File: config.mk
export PLATFORM = sky130hd
export DESIGN_NAME = wb_regfile_flat
export DESIGN_NICKNAME = d
export VERILOG_FILES = /design/src/rtl/wb_regfile_pkg.sv /design/src/rtl/wb_regfile_if.sv /design/src/rtl/wb_regfile_gpr_array.sv /design/src/rtl/wb_regfile.sv /design/src/flat_wrapper.sv
export SDC_FILE = /design/constraint.sdc
export NUM_CORES = 2
export LEC_CHECK = 0
export BUFFER_PORTS_ARGS = -buffer_cell sky130_fd_sc_hd__buf_2
export CAP_MARGIN = 20
export CORE_MARGIN = 1
export CORE_UTILIZATION = 58
export CTS_BUF_LIST = sky130_fd_sc_hd__clkbuf_8
export DETAILED_ROUTE_END_ITERATION = 10
export PLACE_DENSITY = 0.79
export SLEW_MARGIN = 20
export SYNTH_ARGS = -nofsm -noshare
export SYNTH_HDL_FRONTEND = slang
export SYNTH_SLANG_ARGS = --single-unit
export TNS_END_PERCENT = 10
File: constraint.sdc
create_clock -name clk -period 2.34 [get_ports clk]
set_clock_uncertainty 0.05 [all_clocks]
set_input_delay 0.351 -clock clk [delete_from_list [all_inputs] [get_ports clk]]
set_output_delay 0.351 -clock clk [all_outputs]
set_load 0.1 [all_outputs]
File: src/rtl/wb_regfile_pkg.sv
// Shared widths, register-file constants and the MEM/WB latch layout for the
// write-back stage.
package wb_regfile_pkg;

    localparam int DATA_W     = 32;
    localparam int ADDR_W     = 5;
    localparam int CSR_ADDR_W = 12;
    localparam int NREGS      = 32;

    localparam logic [ADDR_W-1:0] ZERO_REG      = '0;
    localparam logic              WRITE_ENABLE  = 1'b1;
    localparam logic              WRITE_DISABLE = 1'b0;

    // Contents of the MEM/WB pipeline latch.
    typedef struct packed {
        logic [ADDR_W-1:0]     rd_addr;
        logic                  wreg;
        logic [DATA_W-1:0]     wdata;
        logic [CSR_ADDR_W-1:0] csr_waddr;
        logic                  csr_wreg;
        logic [DATA_W-1:0]     csr_wdata;
    } wb_latch_t;

    // True when a forwarding source is valid and targets the requested register.
    function automatic logic src_hit(input logic              valid,
                                     input logic [ADDR_W-1:0] src_addr,
                                     input logic [ADDR_W-1:0] req_addr);
        return valid && (src_addr == req_addr);
    endfunction

endpackage

File: src/rtl/wb_regfile_if.sv
// Signal bundle between the MEM stage / ID stage / CSR unit and the
// write-back register file.
//
// Transfer semantics: there is no backpressure. A GPR or CSR write is
// offered whenever its write-enable (wreg_i, csr_wreg_i, mem_back_wreg_i,
// wb_wreg_o, csr_wreg_o) is high on a rising clock edge; address and data are
// only meaningful while that enable is high. stall_i/flush_i act on the
// MEM/WB latch as a whole, and read data is a pure function of the read
// addresses and current state.
interface wb_regfile_if;
    import wb_regfile_pkg::*;

    logic                  stall_i;
    logic                  flush_i;
    logic [ADDR_W-1:0]     rd_addr_i;
    logic                  wreg_i;
    logic [DATA_W-1:0]     wdata_i;
    logic [CSR_ADDR_W-1:0] csr_waddr_i;
    logic                  csr_wreg_i;
    logic [DATA_W-1:0]     csr_wdata_i;
    logic [ADDR_W-1:0]     mem_back_rd_addr_i;
    logic                  mem_back_wreg_i;
    logic [DATA_W-1:0]     mem_back_wdata_i;
    logic [ADDR_W-1:0]     raddr1_i;
    logic [ADDR_W-1:0]     raddr2_i;
    logic [DATA_W-1:0]     rdata1_o;
    logic [DATA_W-1:0]     rdata2_o;
    logic [ADDR_W-1:0]     wb_rd_addr_o;
    logic                  wb_wreg_o;
    logic [DATA_W-1:0]     wb_wdata_o;
    logic [CSR_ADDR_W-1:0] csr_waddr_o;
    logic                  csr_wreg_o;
    logic [DATA_W-1:0]     csr_wdata_o;

    // Pipeline / ID-stage side that drives the block.
    modport master (
        output stall_i, flush_i,
        output rd_addr_i, wreg_i, wdata_i,
        output csr_waddr_i, csr_wreg_i, csr_wdata_i,
        output mem_back_rd_addr_i, mem_back_wreg_i, mem_back_wdata_i,
        output raddr1_i, raddr2_i,
        input  rdata1_o, rdata2_o,
        input  wb_rd_addr_o, wb_wreg_o, wb_wdata_o,
        input  csr_waddr_o, csr_wreg_o, csr_wdata_o
    );

    // The write-back register file itself.
    modport slave (
        input  stall_i, flush_i,
        input  rd_addr_i, wreg_i, wdata_i,
        input  csr_waddr_i, csr_wreg_i, csr_wdata_i,
        input  mem_back_rd_addr_i, mem_back_wreg_i, mem_back_wdata_i,
        input  raddr1_i, raddr2_i,
        output rdata1_o, rdata2_o,
        output wb_rd_addr_o, wb_wreg_o, wb_wdata_o,
        output csr_waddr_o, csr_wreg_o, csr_wdata_o
    );

endinterface

File: src/rtl/wb_regfile_gpr_array.sv
// gpr_array: NREGS x DATA_W integer register storage with one synchronous
// write port, two asynchronous read ports and an asynchronous clear.
// x0 is never written and always reads as zero.
module wb_regfile_gpr_array
    import wb_regfile_pkg::*;
(
    input  logic              clk,
    input  logic              rst_n,
    input  logic              we,
    input  logic [ADDR_W-1:0] waddr,
    input  logic [DATA_W-1:0] wdata,
    input  logic [ADDR_W-1:0] raddr1,
    input  logic [ADDR_W-1:0] raddr2,
    output logic [DATA_W-1:0] rdata1,
    output logic [DATA_W-1:0] rdata2
);

    logic [DATA_W-1:0] regs [NREGS];

    // Storage: clear everything on reset, otherwise accept one write per edge (x0 discarded).
    always_ff @(posedge clk or negedge rst_n) begin
        if (!rst_n) begin
            for (int i = 0; i < NREGS; i++) begin
                regs[i] <= '0;
            end
        end else if (we && (waddr != ZERO_REG)) begin
            regs[waddr] <= wdata;
        end
    end

    // Asynchronous reads, with x0 forced to zero independent of storage contents.
    always_comb begin
        rdata1 = '0;
        rdata2 = '0;
        if (raddr1 != ZERO_REG) rdata1 = regs[raddr1];
        if (raddr2 != ZERO_REG) rdata2 = regs[raddr2];
    end

endmodule

File: src/rtl/wb_regfile.sv
// Write-back end of the MEM stage: MEM/WB pipeline latch, the GPR file, the
// registered CSR write towards the CSR unit, and the two ID-stage read ports
// with forwarding priority MEM result > WB latch > storage.
module wb_regfile
    import wb_regfile_pkg::*;
(
    input  logic         clk,
    input  logic         rst_n,
    wb_regfile_if.slave  bus
);

    wb_latch_t         latch_q;
    wb_latch_t         latch_in;
    logic [DATA_W-1:0] store_rdata1;
    logic [DATA_W-1:0] store_rdata2;

    // Gather the MEM-stage fields into the latch layout.
    always_comb begin
        latch_in           = '0;
        latch_in.rd_addr   = bus.rd_addr_i;
        latch_in.wreg      = bus.wreg_i;
        latch_in.wdata     = bus.wdata_i;
        latch_in.csr_waddr = bus.csr_waddr_i;
        latch_in.csr_wreg  = bus.csr_wreg_i;
        latch_in.csr_wdata = bus.csr_wdata_i;
    end

    // MEM/WB latch: flush clears it (even when stalled), stall holds it, otherwise capture.
    always_ff @(posedge clk or negedge rst_n) begin
        if (!rst_n) begin
            latch_q <= '0;
        end else if (bus.flush_i) begin
            latch_q <= '0;
        end else if (!bus.stall_i) begin
            latch_q <= latch_in;
        end
    end

    // The latched write drives storage directly; while stalled the same write repeats harmlessly.
    wb_regfile_gpr_array u_gpr_array (
        .clk    (clk),
        .rst_n  (rst_n),
        .we     (latch_q.wreg),
        .waddr  (latch_q.rd_addr),
        .wdata  (latch_q.wdata),
        .raddr1 (bus.raddr1_i),
        .raddr2 (bus.raddr2_i),
        .rdata1 (store_rdata1),
        .rdata2 (store_rdata2)
    );

    // Expose the latch to the GPR write path observers and the CSR unit.
    always_comb begin
        bus.wb_rd_addr_o = latch_q.rd_addr;
        bus.wb_wreg_o    = latch_q.wreg;
        bus.wb_wdata_o   = latch_q.wdata;
        bus.csr_waddr_o  = latch_q.csr_waddr;
        bus.csr_wreg_o   = latch_q.csr_wreg;
        bus.csr_wdata_o  = latch_q.csr_wdata;
    end

    // Read port 1 bypass: x0 is always zero, then MEM result, then WB latch, then storage.
    always_comb begin
        bus.rdata1_o = store_rdata1;
        if (bus.raddr1_i == ZERO_REG) begin
            bus.rdata1_o = '0;
        end else if (src_hit(bus.mem_back_wreg_i, bus.mem_back_rd_addr_i, bus.raddr1_i)) begin
            bus.rdata1_o = bus.mem_back_wdata_i;
        end else if (src_hit(latch_q.wreg, latch_q.rd_addr, bus.raddr1_i)) begin
            bus.rdata1_o = latch_q.wdata;
        end
    end

    // Read port 2 bypass: same priority as port 1, fully independent of it.
    always_comb begin
        bus.rdata2_o = store_rdata2;
        if (bus.raddr2_i == ZERO_REG) begin
            bus.rdata2_o = '0;
        end else if (src_hit(bus.mem_back_wreg_i, bus.mem_back_rd_addr_i, bus.raddr2_i)) begin
            bus.rdata2_o = bus.mem_back_wdata_i;
        end else if (src_hit(latch_q.wreg, latch_q.rd_addr, bus.raddr2_i)) begin
            bus.rdata2_o = latch_q.wdata;
        end
    end

endmodule

File: src/flat_wrapper.sv
// flat-port wrapper written by rule: the top's interface ports become plain ports
module wb_regfile_flat import wb_regfile_pkg::*;
  (clk, rst_n, bus_stall_i, bus_flush_i, bus_rd_addr_i, bus_wreg_i, bus_wdata_i, bus_csr_waddr_i, bus_csr_wreg_i, bus_csr_wdata_i, bus_mem_back_rd_addr_i, bus_mem_back_wreg_i, bus_mem_back_wdata_i, bus_raddr1_i, bus_raddr2_i, bus_rdata1_o, bus_rdata2_o, bus_wb_rd_addr_o, bus_wb_wreg_o, bus_wb_wdata_o, bus_csr_waddr_o, bus_csr_wreg_o, bus_csr_wdata_o);
  wb_regfile_if bus_i ();
  input  logic clk;
  input  logic rst_n;
  input wire logic [$bits(bus_i.stall_i)-1:0] bus_stall_i;
  input wire logic [$bits(bus_i.flush_i)-1:0] bus_flush_i;
  input wire logic [$bits(bus_i.rd_addr_i)-1:0] bus_rd_addr_i;
  input wire logic [$bits(bus_i.wreg_i)-1:0] bus_wreg_i;
  input wire logic [$bits(bus_i.wdata_i)-1:0] bus_wdata_i;
  input wire logic [$bits(bus_i.csr_waddr_i)-1:0] bus_csr_waddr_i;
  input wire logic [$bits(bus_i.csr_wreg_i)-1:0] bus_csr_wreg_i;
  input wire logic [$bits(bus_i.csr_wdata_i)-1:0] bus_csr_wdata_i;
  input wire logic [$bits(bus_i.mem_back_rd_addr_i)-1:0] bus_mem_back_rd_addr_i;
  input wire logic [$bits(bus_i.mem_back_wreg_i)-1:0] bus_mem_back_wreg_i;
  input wire logic [$bits(bus_i.mem_back_wdata_i)-1:0] bus_mem_back_wdata_i;
  input wire logic [$bits(bus_i.raddr1_i)-1:0] bus_raddr1_i;
  input wire logic [$bits(bus_i.raddr2_i)-1:0] bus_raddr2_i;
  output wire logic [$bits(bus_i.rdata1_o)-1:0] bus_rdata1_o;
  output wire logic [$bits(bus_i.rdata2_o)-1:0] bus_rdata2_o;
  output wire logic [$bits(bus_i.wb_rd_addr_o)-1:0] bus_wb_rd_addr_o;
  output wire logic [$bits(bus_i.wb_wreg_o)-1:0] bus_wb_wreg_o;
  output wire logic [$bits(bus_i.wb_wdata_o)-1:0] bus_wb_wdata_o;
  output wire logic [$bits(bus_i.csr_waddr_o)-1:0] bus_csr_waddr_o;
  output wire logic [$bits(bus_i.csr_wreg_o)-1:0] bus_csr_wreg_o;
  output wire logic [$bits(bus_i.csr_wdata_o)-1:0] bus_csr_wdata_o;
  assign bus_i.stall_i = bus_stall_i;
  assign bus_i.flush_i = bus_flush_i;
  assign bus_i.rd_addr_i = bus_rd_addr_i;
  assign bus_i.wreg_i = bus_wreg_i;
  assign bus_i.wdata_i = bus_wdata_i;
  assign bus_i.csr_waddr_i = bus_csr_waddr_i;
  assign bus_i.csr_wreg_i = bus_csr_wreg_i;
  assign bus_i.csr_wdata_i = bus_csr_wdata_i;
  assign bus_i.mem_back_rd_addr_i = bus_mem_back_rd_addr_i;
  assign bus_i.mem_back_wreg_i = bus_mem_back_wreg_i;
  assign bus_i.mem_back_wdata_i = bus_mem_back_wdata_i;
  assign bus_i.raddr1_i = bus_raddr1_i;
  assign bus_i.raddr2_i = bus_raddr2_i;
  assign bus_rdata1_o = bus_i.rdata1_o;
  assign bus_rdata2_o = bus_i.rdata2_o;
  assign bus_wb_rd_addr_o = bus_i.wb_rd_addr_o;
  assign bus_wb_wreg_o = bus_i.wb_wreg_o;
  assign bus_wb_wdata_o = bus_i.wb_wdata_o;
  assign bus_csr_waddr_o = bus_i.csr_waddr_o;
  assign bus_csr_wreg_o = bus_i.csr_wreg_o;
  assign bus_csr_wdata_o = bus_i.csr_wdata_o;
  wb_regfile u_core (.clk(clk), .rst_n(rst_n), .bus(bus_i));
endmodule
==> metrics.txt <==
Max VDD drop=0.683 mV; met2 WL=98.2 mm; Cell Pwr Density=619 nW/um^2; Worst path top cell family by delay=compound AO/OA/AOI/OAI gates; Final Cycle Share=1.49; die area=103000 um^2; Final GP Congestion=0.967; post-route cell area=74600 um^2; chip height=321 um; CTS Sinks=1107; Starting Density=0.588; Fill cells=5772; cell with the largest stage delay on the worst path=dfrtp_4; Yosys cell types=64; RSZ-0062 raised after global routing=yes; setup violators final=66; Post-synth EDFFs=0; Avg WL per Cell=33.4 um; wire length on met3=29.5 mm; critical path peak fanout=10; vias=47900; layout cells sized above 1=0.490; Crit path buffers/inverters=3; Leak Pwr=0.0351 uW; ANT nets after route=0; Main synth FF type=dfrtp_1; post-synthesis register bit count=1107; Die Width=321 um; syn_nets=4608; DRC viols=0; Synth area leader=dfrtp_1; Max Cap Viol=0; Finished Core Util=0.741; Worst Hold End=u_core.bus.wb_wdata_o[15]; area grow syn2layout=26.1%; Worst path most repeated cell=buf_12; TritonCTS Buffers=179; 1st-iter DRT viols=6953; Syn Inst Count=4473; vias per cell=7.16; final hold slack=0.0570 ns; Post-synth ARST share=1.00; placed cell count=6232; Worst R2R Setup Slack=0.01 ns; largest net degree at the start of global routing=103; layout net count=5323; I/O pin count=282; outcome=complete, but fails checks; Min Clock Period, post-route=3.49 ns; Worst Tran Pin Value=0.668 ns; vias in the first global route=48800; Post-DP Area=68900 um^2; R2R Path Start=u_core.bus.wb_rd_addr_o[2]; Total Wirelength=224 mm; Req. time, crit path=1.94 ns; TritonRoute pass-1 iters=6; CTS root buffer=clkbuf_8; first-pass GRT wire length=326 mm; top layer in use=met5; depth of the CTS H-tree=4; Overflow after GRT=0; setup ws final=-1.15 ns; syn_area_per_cell=13.2 um^2; synth top area cells=dfrtp_1, mux2_2, mux4_2; clock latency on the worst-skew pair=0.91 ns; crit-path cells=xnor2_2 -> nand4_1 -> a311oi_4 -> buf_6 -> buf_12 -> a22oi_1 -> o22ai_4 -> buf_12; cell row count=116; failing checks=negative setup slack; clk buf depth=3; antenna violations before repair=7; max incr delay on CP=0.57 ns; hold path depth=3; final hold vios=0; CP Class=register to output port; crit path DAT=3.09 ns; Netlist Area Pre-Place=59100 um^2; register area share after synthesis=0.468; post-layout instance count excluding filler cells=6696; Hold Crit Start=bus_stall_i; Pins Over Slew Limit=0; r2r worst-path depth=5; Worst Setup Start Kind=register; share of the synthesized area in the top cell type=0.468; met1 WL=76.0 mm; r2r endpoint=u_core.u_gpr_array.regs[156]; core area=101000 um^2; Worst slew margin=0.555; f_max=286 MHz; Total Routing Usage GR=0.433; HP Class=input port to register; clock edge transition at the registers on the reported setup and hold paths=0.06 ns; Synth Warn #=0; port buffer count=281; CTS tree=yes; DP HPWL=141 mm; Critical Path End Type=output port
## worst min-delay path: cells and delay by family
family / cells / cell delay, ns
muxes: 1 / 0.21
and+or+nand+nor: 1 / 0.11
buffers and inverters: 1 / 0.24
## metal layers
layer / vias up / track usage
met3: 1265 / 0.149
met4: 2 / 0.335
met2: 4069 / 0.628
li1: 18500 / -
met5: - / 0
met1: 24100 / 0.533
## power breakdown
part,switching [uW],internal (uW)
combinational,4740,3130
sequential,564,19800
clock,8240,9730
total,13500,32600
## cells in the mapped netlist (7+ instances only)
cell / number
a2111oi_0: 7
a211o_1: 7
a211oi_1: 31
a21oi_1: 41
a221oi_1: 31
a221oi_2: 7
a22oi_1: 104
a32o_1: 14
and2_1: 22
and4_1: 18
buf_1: 12
buf_2: 114
buf_4: 38
buf_6: 34
clkbuf_1: 283
dfrtp_1: 1107
inv_1: 7
mux2_2: 902
mux2i_1: 501
mux4_2: 289
nand2_1: 191
nand3_1: 24
nand4_1: 12
nor2_1: 108
nor2b_1: 13
nor3b_1: 7
nor4_1: 7
o211ai_1: 38
o21a_1: 7
o21ai_0: 169
o21ai_1: 22
o22a_1: 31
o22ai_1: 161
o22ai_2: 20
xnor2_1: 16
## stage by stage
| stage | TNS (ns) | total power (uW) | setup slack, ns |
|---|---|---|---|
| after floorplan | -18.63 | 24900 | -0.444 |
| after global placement | -28.61 | 27800 | -0.565 |
| after detailed placement | -29.65 | 28000 | -0.591 |
| after CTS | -67.78 | 45800 | -1.12 |
| after global routing | -68.94 | 47300 | -1.18 |
| final | -67.12 | 46200 | -1.15 |
## worst max path at each step
stage	slack, ns	cells after the start	startpoint	to
after floorplan	-0.44	9	bus_raddr1_i[0]	bus_rdata1_o[26]
after global placement	-0.56	8	bus_raddr2_i[0]	bus_rdata2_o[24]
after detailed placement	-0.59	9	bus_raddr2_i[0]	bus_rdata2_o[31]
after CTS	-1.12	7	u_core.bus.wb_rd_addr_o[2]	bus_rdata2_o[7]
after global routing	-1.18	8	u_core.bus.wb_rd_addr_o[0]	bus_rdata1_o[0]
final	-1.15	8	u_core.bus.wb_rd_addr_o[0]	bus_rdata1_o[0]
## final cells by class
cell class / count / area [um^2] / area share
Inverter: 7 / 26.3 / 0.000352
Clock buffer: 234 / 3220 / 0.0432
Timing Repair Buffer: 1026 / 10700 / 0.144
Sequential cell: 1107 / 27700 / 0.372
Tap cell: 1357 / 1700 / 0.0228
Antenna cell: 9 / 22.5 / 0.000302
Clock inverter: 89 / 599 / 0.00804
Multi-Input combinational cell: 2867 / 30500 / 0.409
## cell families after synthesis
kind of cell / after synthesis / share of synthesized area
AO/OA/AOI/OAI: 705 / 0.0813
XOR/XNOR: 20 / 0.00296
buffers and inverters: 499 / 0.0426
flip-flops: 1107 / 0.468
multiplexers: 1697 / 0.369
AND/OR/NAND/NOR: 445 / 0.0359
## placed cells by master (no fill, tap or decap), types with 84 or more instances in the layout
cell / n
a22oi_1: 84
buf_4: 444
clkbuf_8: 234
mux4_2: 289
dfrtp_1: 1100
o21ai_0: 136
mux2i_1: 500
mux2_2: 900
o22ai_1: 154
nand2_1: 172
dlygate4sd3_1: 123
buf_2: 190
buf_12: 250
nor2_1: 88
## state kept, by name (all words and copies together), names as in the netlist
register and count:
u_core.u_gpr_array.regs 1024, u_core.bus.csr_wdata_o 32, u_core.bus.wb_wdata_o 32, u_core.bus.csr_waddr_o 12, u_core.bus.wb_rd_addr_o 5, u_core.bus.csr_wreg_o 1
u_core.bus.wb_wreg_o 1
## timing repair
action / 4_1_cts / 5_1_grt
pin swaps: 19 / 20
gates resized for setup: 54 / 74
setup buffers: 7 / 2
hold buffers: 124 / 0
endpoints found under the setup margin: 78 / 87
endpoints found under the hold margin: 1142 / 0
(Power assumes the default switching activity.)
